File: config.mk
export PLATFORM = sky130hd
export DESIGN_NAME = axi_infer_master
export DESIGN_NICKNAME = d
export VERILOG_FILES = /design/src/rtl/axi_infer_pkg.sv /design/src/rtl/axi_infer_master_chan.sv /design/src/rtl/axi_infer_master.sv
export SDC_FILE = /design/constraint.sdc
export NUM_CORES = 1
export LEC_CHECK = 0
export CAP_MARGIN = 20
export CORE_AREA = 3 3 225 227
export DETAILED_ROUTE_END_ITERATION = 10
export DIE_AREA = 0 0 228 230
export GPL_TIMING_DRIVEN = 0
export PLACE_DENSITY = 0.4
export SETUP_SLACK_MARGIN = 0.5
export SYNTH_ARGS = -nofsm -noshare
export SYNTH_HDL_FRONTEND = slang
export SYNTH_SLANG_ARGS = --single-unit
export TNS_END_PERCENT = 20
File: constraint.sdc
create_clock -name clk -period 5.1 [get_ports clk]
set_clock_uncertainty 0.2 [all_clocks]
set_input_delay 1.275 -clock clk [delete_from_list [all_inputs] [get_ports clk]]
set_output_delay 1.275 -clock clk [all_outputs]
set_load 0.05 [all_outputs]
File: src/rtl/axi_infer_pkg.sv
// Shared definitions for the accelerator inference AXI master: FSM states,
// fixed AXI field encodings and the prediction word layout.
package axi_infer_pkg;

  typedef enum logic [2:0] {
    ST_IDLE  = 3'd0,
    ST_WRITE = 3'd1,
    ST_WRESP = 3'd2,
    ST_RADDR = 3'd3,
    ST_RDATA = 3'd4,
    ST_GAP   = 3'd5,
    ST_FIN   = 3'd6
  } state_e;

  localparam logic [2:0] AXI_SIZE_16B   = 3'b100;
  localparam logic [1:0] AXI_BURST_INCR = 2'b01;
  localparam logic [1:0] AXI_RESP_OKAY  = 2'b00;
  localparam logic [3:0] AXI_CACHE_BM   = 4'b0011;

  localparam int PRED_VALID_BIT = 31;

endpackage

File: src/rtl/axi_infer_master_chan.sv
// Registered single-beat AXI request holder: loads a payload, raises valid on
// the next cycle and keeps valid/payload frozen until the ready handshake.
module axi_single_beat_chan #(
  parameter int W = 32
) (
  input  logic         clk_i,
  input  logic         rst_ni,
  input  logic         load_i,
  input  logic [W-1:0] payload_i,
  input  logic         ready_i,
  output logic         valid_o,
  output logic [W-1:0] payload_o
);

  logic         valid_q;
  logic [W-1:0] payload_q;

  // Valid/payload register; a load is ignored while a beat is still pending.
  always_ff @(posedge clk_i or negedge rst_ni) begin
    if (!rst_ni) begin
      valid_q   <= 1'b0;
      payload_q <= {W{1'b0}};
    end else if (valid_q) begin
      if (ready_i) begin
        valid_q <= 1'b0;
      end else begin
        valid_q <= 1'b1;
      end
    end else if (load_i) begin
      valid_q   <= 1'b1;
      payload_q <= payload_i;
    end else begin
      valid_q <= 1'b0;
    end
  end

  assign valid_o   = valid_q;
  assign payload_o = payload_q;

endmodule

File: src/rtl/axi_infer_master.sv
// AXI4 master that writes one instruction word to the accelerator and then
// polls its prediction word until the valid bit is set, an error, or timeout.
module axi_infer_master
  import axi_infer_pkg::*;
#(
  parameter int                ID_W       = 12,
  parameter int                ADDR_W     = 64,
  parameter int                DATA_W     = 128,
  parameter logic [ID_W-1:0]   AXI_ID     = 12'h000,
  parameter logic [ADDR_W-1:0] INSTR_ADDR = 64'h0,
  parameter logic [ADDR_W-1:0] PRED_ADDR  = 64'h10,
  parameter int                POLL_MAX   = 1024,
  parameter int                POLL_GAP   = 8
) (
  input  logic                clk,
  input  logic                reset,
  input  logic                start,
  input  logic [31:0]         instr,
  output logic                busy,
  output logic                done,
  output logic [31:0]         result,
  output logic                error,
  output logic                timeout,
  output logic [ID_W-1:0]     m_axi_awid,
  output logic [ADDR_W-1:0]   m_axi_awaddr,
  output logic [7:0]          m_axi_awlen,
  output logic [2:0]          m_axi_awsize,
  output logic [1:0]          m_axi_awburst,
  output logic                m_axi_awlock,
  output logic [3:0]          m_axi_awcache,
  output logic [3:0]          m_axi_awqos,
  output logic [2:0]          m_axi_awprot,
  output logic                m_axi_awvalid,
  input  logic                m_axi_awready,
  output logic [DATA_W-1:0]   m_axi_wdata,
  output logic [DATA_W/8-1:0] m_axi_wstrb,
  output logic                m_axi_wlast,
  output logic                m_axi_wvalid,
  input  logic                m_axi_wready,
  input  logic [ID_W-1:0]     m_axi_bid,
  input  logic [1:0]          m_axi_bresp,
  input  logic                m_axi_bvalid,
  output logic                m_axi_bready,
  output logic [ID_W-1:0]     m_axi_arid,
  output logic [ADDR_W-1:0]   m_axi_araddr,
  output logic [7:0]          m_axi_arlen,
  output logic [2:0]          m_axi_arsize,
  output logic [1:0]          m_axi_arburst,
  output logic                m_axi_arlock,
  output logic [3:0]          m_axi_arcache,
  output logic [3:0]          m_axi_arqos,
  output logic [2:0]          m_axi_arprot,
  output logic                m_axi_arvalid,
  input  logic                m_axi_arready,
  input  logic [ID_W-1:0]     m_axi_rid,
  input  logic [DATA_W-1:0]   m_axi_rdata,
  input  logic [1:0]          m_axi_rresp,
  input  logic                m_axi_rlast,
  input  logic                m_axi_rvalid,
  output logic                m_axi_rready
);

  localparam int CNT_W = $clog2(POLL_MAX + 1);
  localparam int GAP_W = (POLL_GAP > 1) ? $clog2(POLL_GAP) : 1;
  localparam logic [CNT_W-1:0] POLL_MAX_C = CNT_W'(POLL_MAX);
  localparam logic [GAP_W-1:0] GAP_LAST   = GAP_W'((POLL_GAP > 0) ? POLL_GAP - 1 : 0);

  state_e           state_q, state_d;
  logic [CNT_W-1:0] cnt_q, cnt_d, cnt_inc_s;
  logic [GAP_W-1:0] gap_q, gap_d;
  logic [31:0]      result_q, result_d;
  logic             error_q, error_d, timeout_q, timeout_d;
  logic             busy_q, busy_d, done_q, done_d;
  logic             aw_done_q, aw_done_d, w_done_q, w_done_d;
  logic             accept_s, ar_load_s, aw_hs_s, w_hs_s, ar_hs_s;
  logic             aw_fin_s, w_fin_s, fin_s, fin_err_s, fin_to_s;
  logic             b_err_s, r_err_s;
  logic [31:0]      w_payload_s;
  logic             unused_s;

  axi_single_beat_chan #(.W(ADDR_W)) u_aw (
    .clk_i(clk), .rst_ni(reset), .load_i(accept_s), .payload_i(INSTR_ADDR),
    .ready_i(m_axi_awready), .valid_o(m_axi_awvalid), .payload_o(m_axi_awaddr)
  );

  axi_single_beat_chan #(.W(32)) u_w (
    .clk_i(clk), .rst_ni(reset), .load_i(accept_s), .payload_i(instr),
    .ready_i(m_axi_wready), .valid_o(m_axi_wvalid), .payload_o(w_payload_s)
  );

  axi_single_beat_chan #(.W(ADDR_W)) u_ar (
    .clk_i(clk), .rst_ni(reset), .load_i(ar_load_s), .payload_i(PRED_ADDR),
    .ready_i(m_axi_arready), .valid_o(m_axi_arvalid), .payload_o(m_axi_araddr)
  );

  assign aw_hs_s   = m_axi_awvalid & m_axi_awready;
  assign w_hs_s    = m_axi_wvalid & m_axi_wready;
  assign ar_hs_s   = m_axi_arvalid & m_axi_arready;
  assign aw_fin_s  = aw_done_q | aw_hs_s;
  assign w_fin_s   = w_done_q | w_hs_s;
  assign b_err_s   = (m_axi_bresp != AXI_RESP_OKAY) || (m_axi_bid != AXI_ID);
  assign r_err_s   = (m_axi_rresp != AXI_RESP_OKAY) || (m_axi_rid != AXI_ID) || !m_axi_rlast;
  assign cnt_inc_s = (cnt_q == POLL_MAX_C) ? cnt_q : cnt_q + CNT_W'(1);
  assign unused_s  = ^m_axi_rdata[DATA_W-1:32];

  // Next-state logic: one write, then read polls separated by a gap.
  always_comb begin
    state_d   = state_q;
    cnt_d     = cnt_q;
    gap_d     = gap_q;
    result_d  = result_q;
    error_d   = error_q;
    timeout_d = timeout_q;
    busy_d    = busy_q;
    done_d    = 1'b0;
    aw_done_d = aw_done_q;
    w_done_d  = w_done_q;
    accept_s  = 1'b0;
    ar_load_s = 1'b0;
    fin_s     = 1'b0;
    fin_err_s = 1'b0;
    fin_to_s  = 1'b0;
    case (state_q)
      ST_IDLE: begin
        if (start) begin
          accept_s  = 1'b1;
          busy_d    = 1'b1;
          error_d   = 1'b0;
          timeout_d = 1'b0;
          aw_done_d = 1'b0;
          w_done_d  = 1'b0;
          state_d   = ST_WRITE;
        end else begin
          state_d = ST_IDLE;
        end
      end
      ST_WRITE: begin
        aw_done_d = aw_fin_s;
        w_done_d  = w_fin_s;
        if (aw_fin_s && w_fin_s) begin
          state_d = ST_WRESP;
        end else begin
          state_d = ST_WRITE;
        end
      end
      ST_WRESP: begin
        if (m_axi_bvalid && b_err_s) begin
          fin_s     = 1'b1;
          fin_err_s = 1'b1;
        end else if (m_axi_bvalid) begin
          cnt_d     = {CNT_W{1'b0}};
          ar_load_s = 1'b1;
          state_d   = ST_RADDR;
        end else begin
          state_d = ST_WRESP;
        end
      end
      ST_RADDR: begin
        if (ar_hs_s) begin
          state_d = ST_RDATA;
        end else begin
          state_d = ST_RADDR;
        end
      end
      ST_RDATA: begin
        if (m_axi_rvalid) begin
          cnt_d    = cnt_inc_s;
          result_d = m_axi_rdata[31:0];
          // Valid bit wins over the poll limit on the last allowed read.
          if (r_err_s) begin
            fin_s     = 1'b1;
            fin_err_s = 1'b1;
          end else if (m_axi_rdata[PRED_VALID_BIT]) begin
            fin_s = 1'b1;
          end else if (cnt_inc_s == POLL_MAX_C) begin
            fin_s    = 1'b1;
            fin_to_s = 1'b1;
          end else if (POLL_GAP == 0) begin
            ar_load_s = 1'b1;
            state_d   = ST_RADDR;
          end else begin
            gap_d   = {GAP_W{1'b0}};
            state_d = ST_GAP;
          end
        end else begin
          state_d = ST_RDATA;
        end
      end
      ST_GAP: begin
        if (gap_q == GAP_LAST) begin
          ar_load_s = 1'b1;
          state_d   = ST_RADDR;
        end else begin
          gap_d = gap_q + GAP_W'(1);
        end
      end
      ST_FIN: begin
        state_d = ST_IDLE;
      end
      default: begin
        state_d = ST_IDLE;
      end
    endcase
    if (fin_s) begin
      state_d   = ST_FIN;
      done_d    = 1'b1;
      busy_d    = 1'b0;
      error_d   = fin_err_s;
      timeout_d = fin_to_s;
    end else begin
      done_d = 1'b0;
    end
  end

  // State and status registers.
  always_ff @(posedge clk or negedge reset) begin
    if (!reset) begin
      state_q   <= ST_IDLE;
      cnt_q     <= {CNT_W{1'b0}};
      gap_q     <= {GAP_W{1'b0}};
      result_q  <= 32'h0;
      error_q   <= 1'b0;
      timeout_q <= 1'b0;
      busy_q    <= 1'b0;
      done_q    <= 1'b0;
      aw_done_q <= 1'b0;
      w_done_q  <= 1'b0;
    end else begin
      state_q   <= state_d;
      cnt_q     <= cnt_d;
      gap_q     <= gap_d;
      result_q  <= result_d;
      error_q   <= error_d;
      timeout_q <= timeout_d;
      busy_q    <= busy_d;
      done_q    <= done_d;
      aw_done_q <= aw_done_d;
      w_done_q  <= w_done_d;
    end
  end

  assign busy    = busy_q;
  assign done    = done_q;
  assign result  = result_q;
  assign error   = error_q;
  assign timeout = timeout_q;

  assign m_axi_awid    = AXI_ID;
  assign m_axi_awlen   = 8'd0;
  assign m_axi_awsize  = AXI_SIZE_16B;
  assign m_axi_awburst = AXI_BURST_INCR;
  assign m_axi_awlock  = 1'b0;
  assign m_axi_awcache = AXI_CACHE_BM;
  assign m_axi_awqos   = 4'd0;
  assign m_axi_awprot  = 3'b000;
  assign m_axi_wdata   = {{(DATA_W-32){1'b0}}, w_payload_s};
  assign m_axi_wstrb   = {{(DATA_W/8-4){1'b0}}, 4'hF};
  assign m_axi_wlast   = 1'b1;
  assign m_axi_bready  = (state_q == ST_WRESP);
  assign m_axi_arid    = AXI_ID;
  assign m_axi_arlen   = 8'd0;
  assign m_axi_arsize  = AXI_SIZE_16B;
  assign m_axi_arburst = AXI_BURST_INCR;
  assign m_axi_arlock  = 1'b0;
  assign m_axi_arcache = AXI_CACHE_BM;
  assign m_axi_arqos   = 4'd0;
  assign m_axi_arprot  = 3'b000;
  assign m_axi_rready  = (state_q == ST_RDATA);

endmodule
## After elaboration in Yosys (flattened, before gate mapping)

Index checks and enable logic that the tools add are counted.

| storage, ports and cells | value |
|---|---|
| flip-flop bits (word level) | 91 |
| output and inout port bits | 388 |

| cells by class | value |
|---|---|
| add/sub/neg operators | 2 |
| reductions and logical operators | 24 |
| equality and inequality tests | 21 |
| multiplexer cells | 60 |
| bitwise gates (word level) | 7 |

Operators with widths:

| operator | count |
|---|---|
| $mux W11 | 4 |
| $mux W3 | 13 |
| $mux W1 | 34 |
| $reduce_bool A12 Y1 | 2 |
| $eq A11 B11 Y1 const B | 2 |
| $pmux W11 S2 | 1 |
| $pmux W3 S6 | 1 |
| $ne A2 B2 Y1 const B | 8 |
| $reduce_bool A2 Y1 | 7 |
| $add A11 B1 Y11 const B | 1 |
| $pmux W1 S2 | 5 |
| $reduce_and A2 Y1 | 5 |
| $eq A3 B3 Y1 const B | 3 |
| $ne A4 B4 Y1 const B | 2 |
| $eq A3 B2 Y1 const B | 2 |
| $ne A3 B3 Y1 const B | 2 |
| $pmux W3 S2 | 1 |
| $reduce_and A6 Y1 | 1 |
| $reduce_and A5 Y1 | 1 |
| $ne A4 B3 Y1 const B | 1 |
| $reduce_and A4 Y1 | 1 |
| $add A3 B1 Y3 const B | 1 |
| $and A1 B1 Y1 | 3 |
| $eq A3 B1 Y1 const B | 1 |
| 7 further kinds | 12 |

## Depth between registers and ports, before layout

| depth | value |
|---|---|
| word-level depth | 10 |
| mapped depth | 8 |

## Cells and area by module

Synthesis repeated with hierarchy kept, for this count alone.

| second synthesis, totals | value |
|---|---|
| cell total of the unflattened synthesis | 858 |
| area, all modules | 10986.8 µm² |

By module, submodules not included:

| module | times used | area each (µm²) | cells each |
|---|---|---|---|
| axi_single_beat_chan at u_ar ... | 2 | 2730.1 | 139 |
| axi_infer_master | 1 | 4141.5 | 508 |
| axi_single_beat_chan at u_w | 1 | 1385.1 | 72 |

## Worst setup path after synthesis

No wires, ideal clock.

| timing path | value |
|---|---|
| path type | register to output |
| start point | register state_q[1] |
| end point | output m_axi_rready |
| stages on the path, launching flop included | 4 |
| arrival time | 1.380 ns |
| path buffers | 1 |
| data required time | 3.625 ns |
| slack | 2.245 ns |
| cell sequence | dfrtp_1 buf_2 nand2b_1 nor2_1 |

| between the ends | value |
|---|---|
| word-level cells in the longest chain between the ends | 1 |

RTL lines:

| item | line | RTL |
|---|---|---|
| from (decl) | axi_infer_master.sv:68 | `state_e state_q, state_d;` |
| from (signal assigned) | axi_infer_master.sv:229 | `state_q <= state_d;` |
| $eq A3 B3 Y1 | axi_infer_master.sv:268 | `assign m_axi_rready = (state_q == ST_RDATA);` |
| to (decl) | axi_infer_master.sv:60 | `output logic m_axi_rready` |

No other way between the ends.

## Worst setup path after layout

Same ends and word-level chain as after synthesis.

==> results.yml <==
job:
  drv_cap: 0
floorplan:
  io_pins: 585
  die_h_um: 230
  die_w_um: 228
  core.rowCount: 81
  core_area_um2: 48800
  effective_utilization_at_floorplan_pct: 13.2
  floorplan.die_area_um2: 52400
synth:
  post_synth.cell_area_avg_um2: 9.01
  synth_largest_type_area_fraction_pct: 36.9
  syn-instance-count: 715
  yosys.area.top_type: "sky130_fd_sc_hd__buf_4"
  synthMostInstantiatedCell: "sky130_fd_sc_hd__buf_4"
  yosysWarnings: 0
  post_synth_num_cell_types: 49
  synthTopCellsByArea: "sky130_fd_sc_hd__buf_4 37%, sky130_fd_sc_hd__dfrtp_1 35%, sky130_fd_sc_hd__nand2_1 6.7%"
  yosys_register_bits: 91
  seq_area_frac_synth_pct: 35.3
  synth_top_flop_cell: "sky130_fd_sc_hd__dfrtp_1"
  synth_top_cells_by_count: "317 x sky130_fd_sc_hd__buf_4, 115 x sky130_fd_sc_hd__nand2_1, 91 x sky130_fd_sc_hd__dfrtp_1"
  postSynth.asyncResetShare_pct: 100
  number_of_synthesized_flops_with_an_enable_pin: 0
  syn_area_um2: 6440
worst_setup_path:
  category_of_the_worst_setup_path_launch_point: "flop"
  timing.rr.end: "state_q[0]"
  setup.worst_path.end_class: "primary output"
  worst-endpoint-arrival_ps: 2110
  setup.worst_path.class: "flop to primary output"
  worstPathRequired_ps: 3620
  regToRegSetupSlack_ps: 2690
  regToRegStartpoint: "cnt_q[0]"
  cpMaxStageDelayCell: "sky130_fd_sc_hd__clkdlybuf4s50_1"
  crit_chain: "buf_2 -> nand2b_1 -> nor2_1 -> clkdlybuf4s50_1"
  critPathMaxStageDelay_ps: 850
  ff2ff_path_depth: 8
  critical_path_fanout_max: 9
min_path:
  worst_hold_path.endpoint: "result[6]"
  hold_path_startpoint: "result[6]"
  hold-path-cell-count: 2
  hold_class: "flop to flop"
detailed_routing:
  post_detailed_route_count_of_antenna_violating_nets: 0
  wl_per_cell_um: 10.2
  routed_wirelength_mm: 19.2
  post-route-drc-count: 0
  drt_pass1_iterations: 4
  detail_route.iter0.violations: 141
  route.detailed.vias_per_inst: 2.77
  routed-via-count: 5213
final_layout:
  n_fill_cell: 5437
  area_used_by_multi_input_combinational_logic_um2: 2860
  area.sequential_um2: 2280
  diodes: 0
  drive_above_1_share_pct: 30.8
  design.final.nets: 1414
  syn_to_final_growth_pct: 63.5
timing:
  rsz0062_at_grt: "false"
  slew_headroom_pct: 55.5
  timing_max_transition_violations_final: 0
  final-setup-viol-count: 0
  max_freq_ghz: 0.279
  fin_crit_sh_pct: 70.3
  worst-slew-pin-transition_ps: 666
  setup_tns_ps: 0
  hold_viol: 0
  period_minus_slack_ps: 3590
  hold_slack_ps: 274
clock_network:
  cts_root_buffer: "sky130_fd_sc_hd__clkbuf_16"
  clock_sinks: 91
  cts_inserted_buffers: 9
  cts_setup_buffers: 0
  cts.hold.buffers_added: 0
  cts_tree: "yes"
  clock_latency_ps: 370
  clk_pin_slew_worst_paths_ps: 70
  cts_max_path_bufs: 2
  cts_max_level: 3
  ctsResizeCount: 0
global_route:
  number_of_global_route_vias_before_repair: 4904
  grt_antenna_before_repair: 0
  grt-ovfl-total: 0
  maximum_number_of_pins_on_one_net_before_global_route_repair: 52
  global_route.usage.total_pct: 6.97
  grt_first_pass_wirelength_mm: 28.6
power_and_ir_drop:
  power.leakage_nw: 5.49
  peakVddDrop_mv: 0.185
  total_power_mw: 5.05
  power_density_nw_per_um2: 479
status:
  result_of_the_run: "complete, no violations"
placement:
  post-dp-hpwl_mm: 15.9
  port_buffers: 174
  gp_congestion: 0.715
-- critical path, delay by kind of cell, from the launching register on --
| family | cells | cell delay (ps) |
|---|---|---|
| buffers and inverters | 2 | 1010 |
| DFF | 1 | 350 |
| and+or+nand+nor | 2 | 390 |
-- flip-flops by register name (all words and copies together), names as in the netlist --
register        flops
result             32
u_w.payload_o      32
cnt_q              11
gap_q               3
state_q             3
aw_done_q           1
busy                1
done                1
error               1
timeout             1
u_ar.payload_o      1
u_ar.valid_o        1
u_aw.valid_o        1
u_w.valid_o         1
w_done_q            1
-- layer usage --
layer	routed length (um)	global-route usage (%)	up-vias
met1	7290	7.66	2293
li1	-	-	2678
met3	1440	2.39	5
met5	0	0	-
met4	133	1.66	0
met2	10300	12.9	237
-- worst max path at each step --
| stage | start | endpoint | slack [ps] |
|---|---|---|---|
| 2_1_floorplan | state_q[1] | m_axi_rready | 2240 |
| 3_3_place_gp | reset | result[24] | -1540 |
| 3_5_place_dp | m_axi_bid[2] | cnt_q[8] | 1480 |
| 4_1_cts | state_q[1] | m_axi_rready | 1480 |
| 5_1_grt | state_q[1] | m_axi_rready | 1410 |
| 6_report | state_q[1] | m_axi_rready | 1510 |
-- metrics by stage --
step | util [%] | worst slack [ps] | instances | cell area, um2
2_1_floorplan | - | 2240 | 1027 | 7610
3_3_place_gp | 20.9 | -1540 | 1865 | 10200
3_5_place_dp | 20.9 | 1480 | 1866 | 10200
4_1_cts | 21.6 | 1480 | 1881 | 10500
5_1_grt | 21.6 | 1410 | 1881 | 10500
6_report | 21.6 | 1510 | 1881 | 10500
-- area by class of cell --
class,instances,share of cell area [%]
Buffer,332,23.3
Clock buffer,9,2.14
Timing Repair Buffer,175,16.8
Clock inverter,6,0.903
Inverter,7,0.249
Sequential cell,91,21.6
Tap cell,664,7.89
Multi-Input combinational cell,597,27.2
-- power breakdown --
part           switching (mW)  internal (mW)  total (mW)
logic                    2.09           1.00        3.09
clock network           0.322          0.434       0.756
registers               0.168           1.03        1.20
-- cells in the final DEF, fill, tap and decap left out, drive strengths merged, types with 5 or more instances in the layout --
cell type	count
nor2	21
dfrtp	91
and3	9
nand3	10
conb	314
xnor2	5
clkbuf	17
mux2	32
nor3	5
nand2	115
clkdlybuf4s50	173
a31oi	6
o21ai	25
nor4	5
a21oi	8
inv	10
buf	326
-- cell families after synthesis --
group | count (synthesis) | share of synthesized area (%)
buf+inv | 339 | 38.4
simple gates | 186 | 13.6
flops | 91 | 35.3
compound gates | 51 | 4.68
mux | 36 | 6.21
xor+xnor | 6 | 0.816
fa+ha+maj | 4 | 0.777
other cells | 2 | 0.117
(Power assumes the default switching activity.)
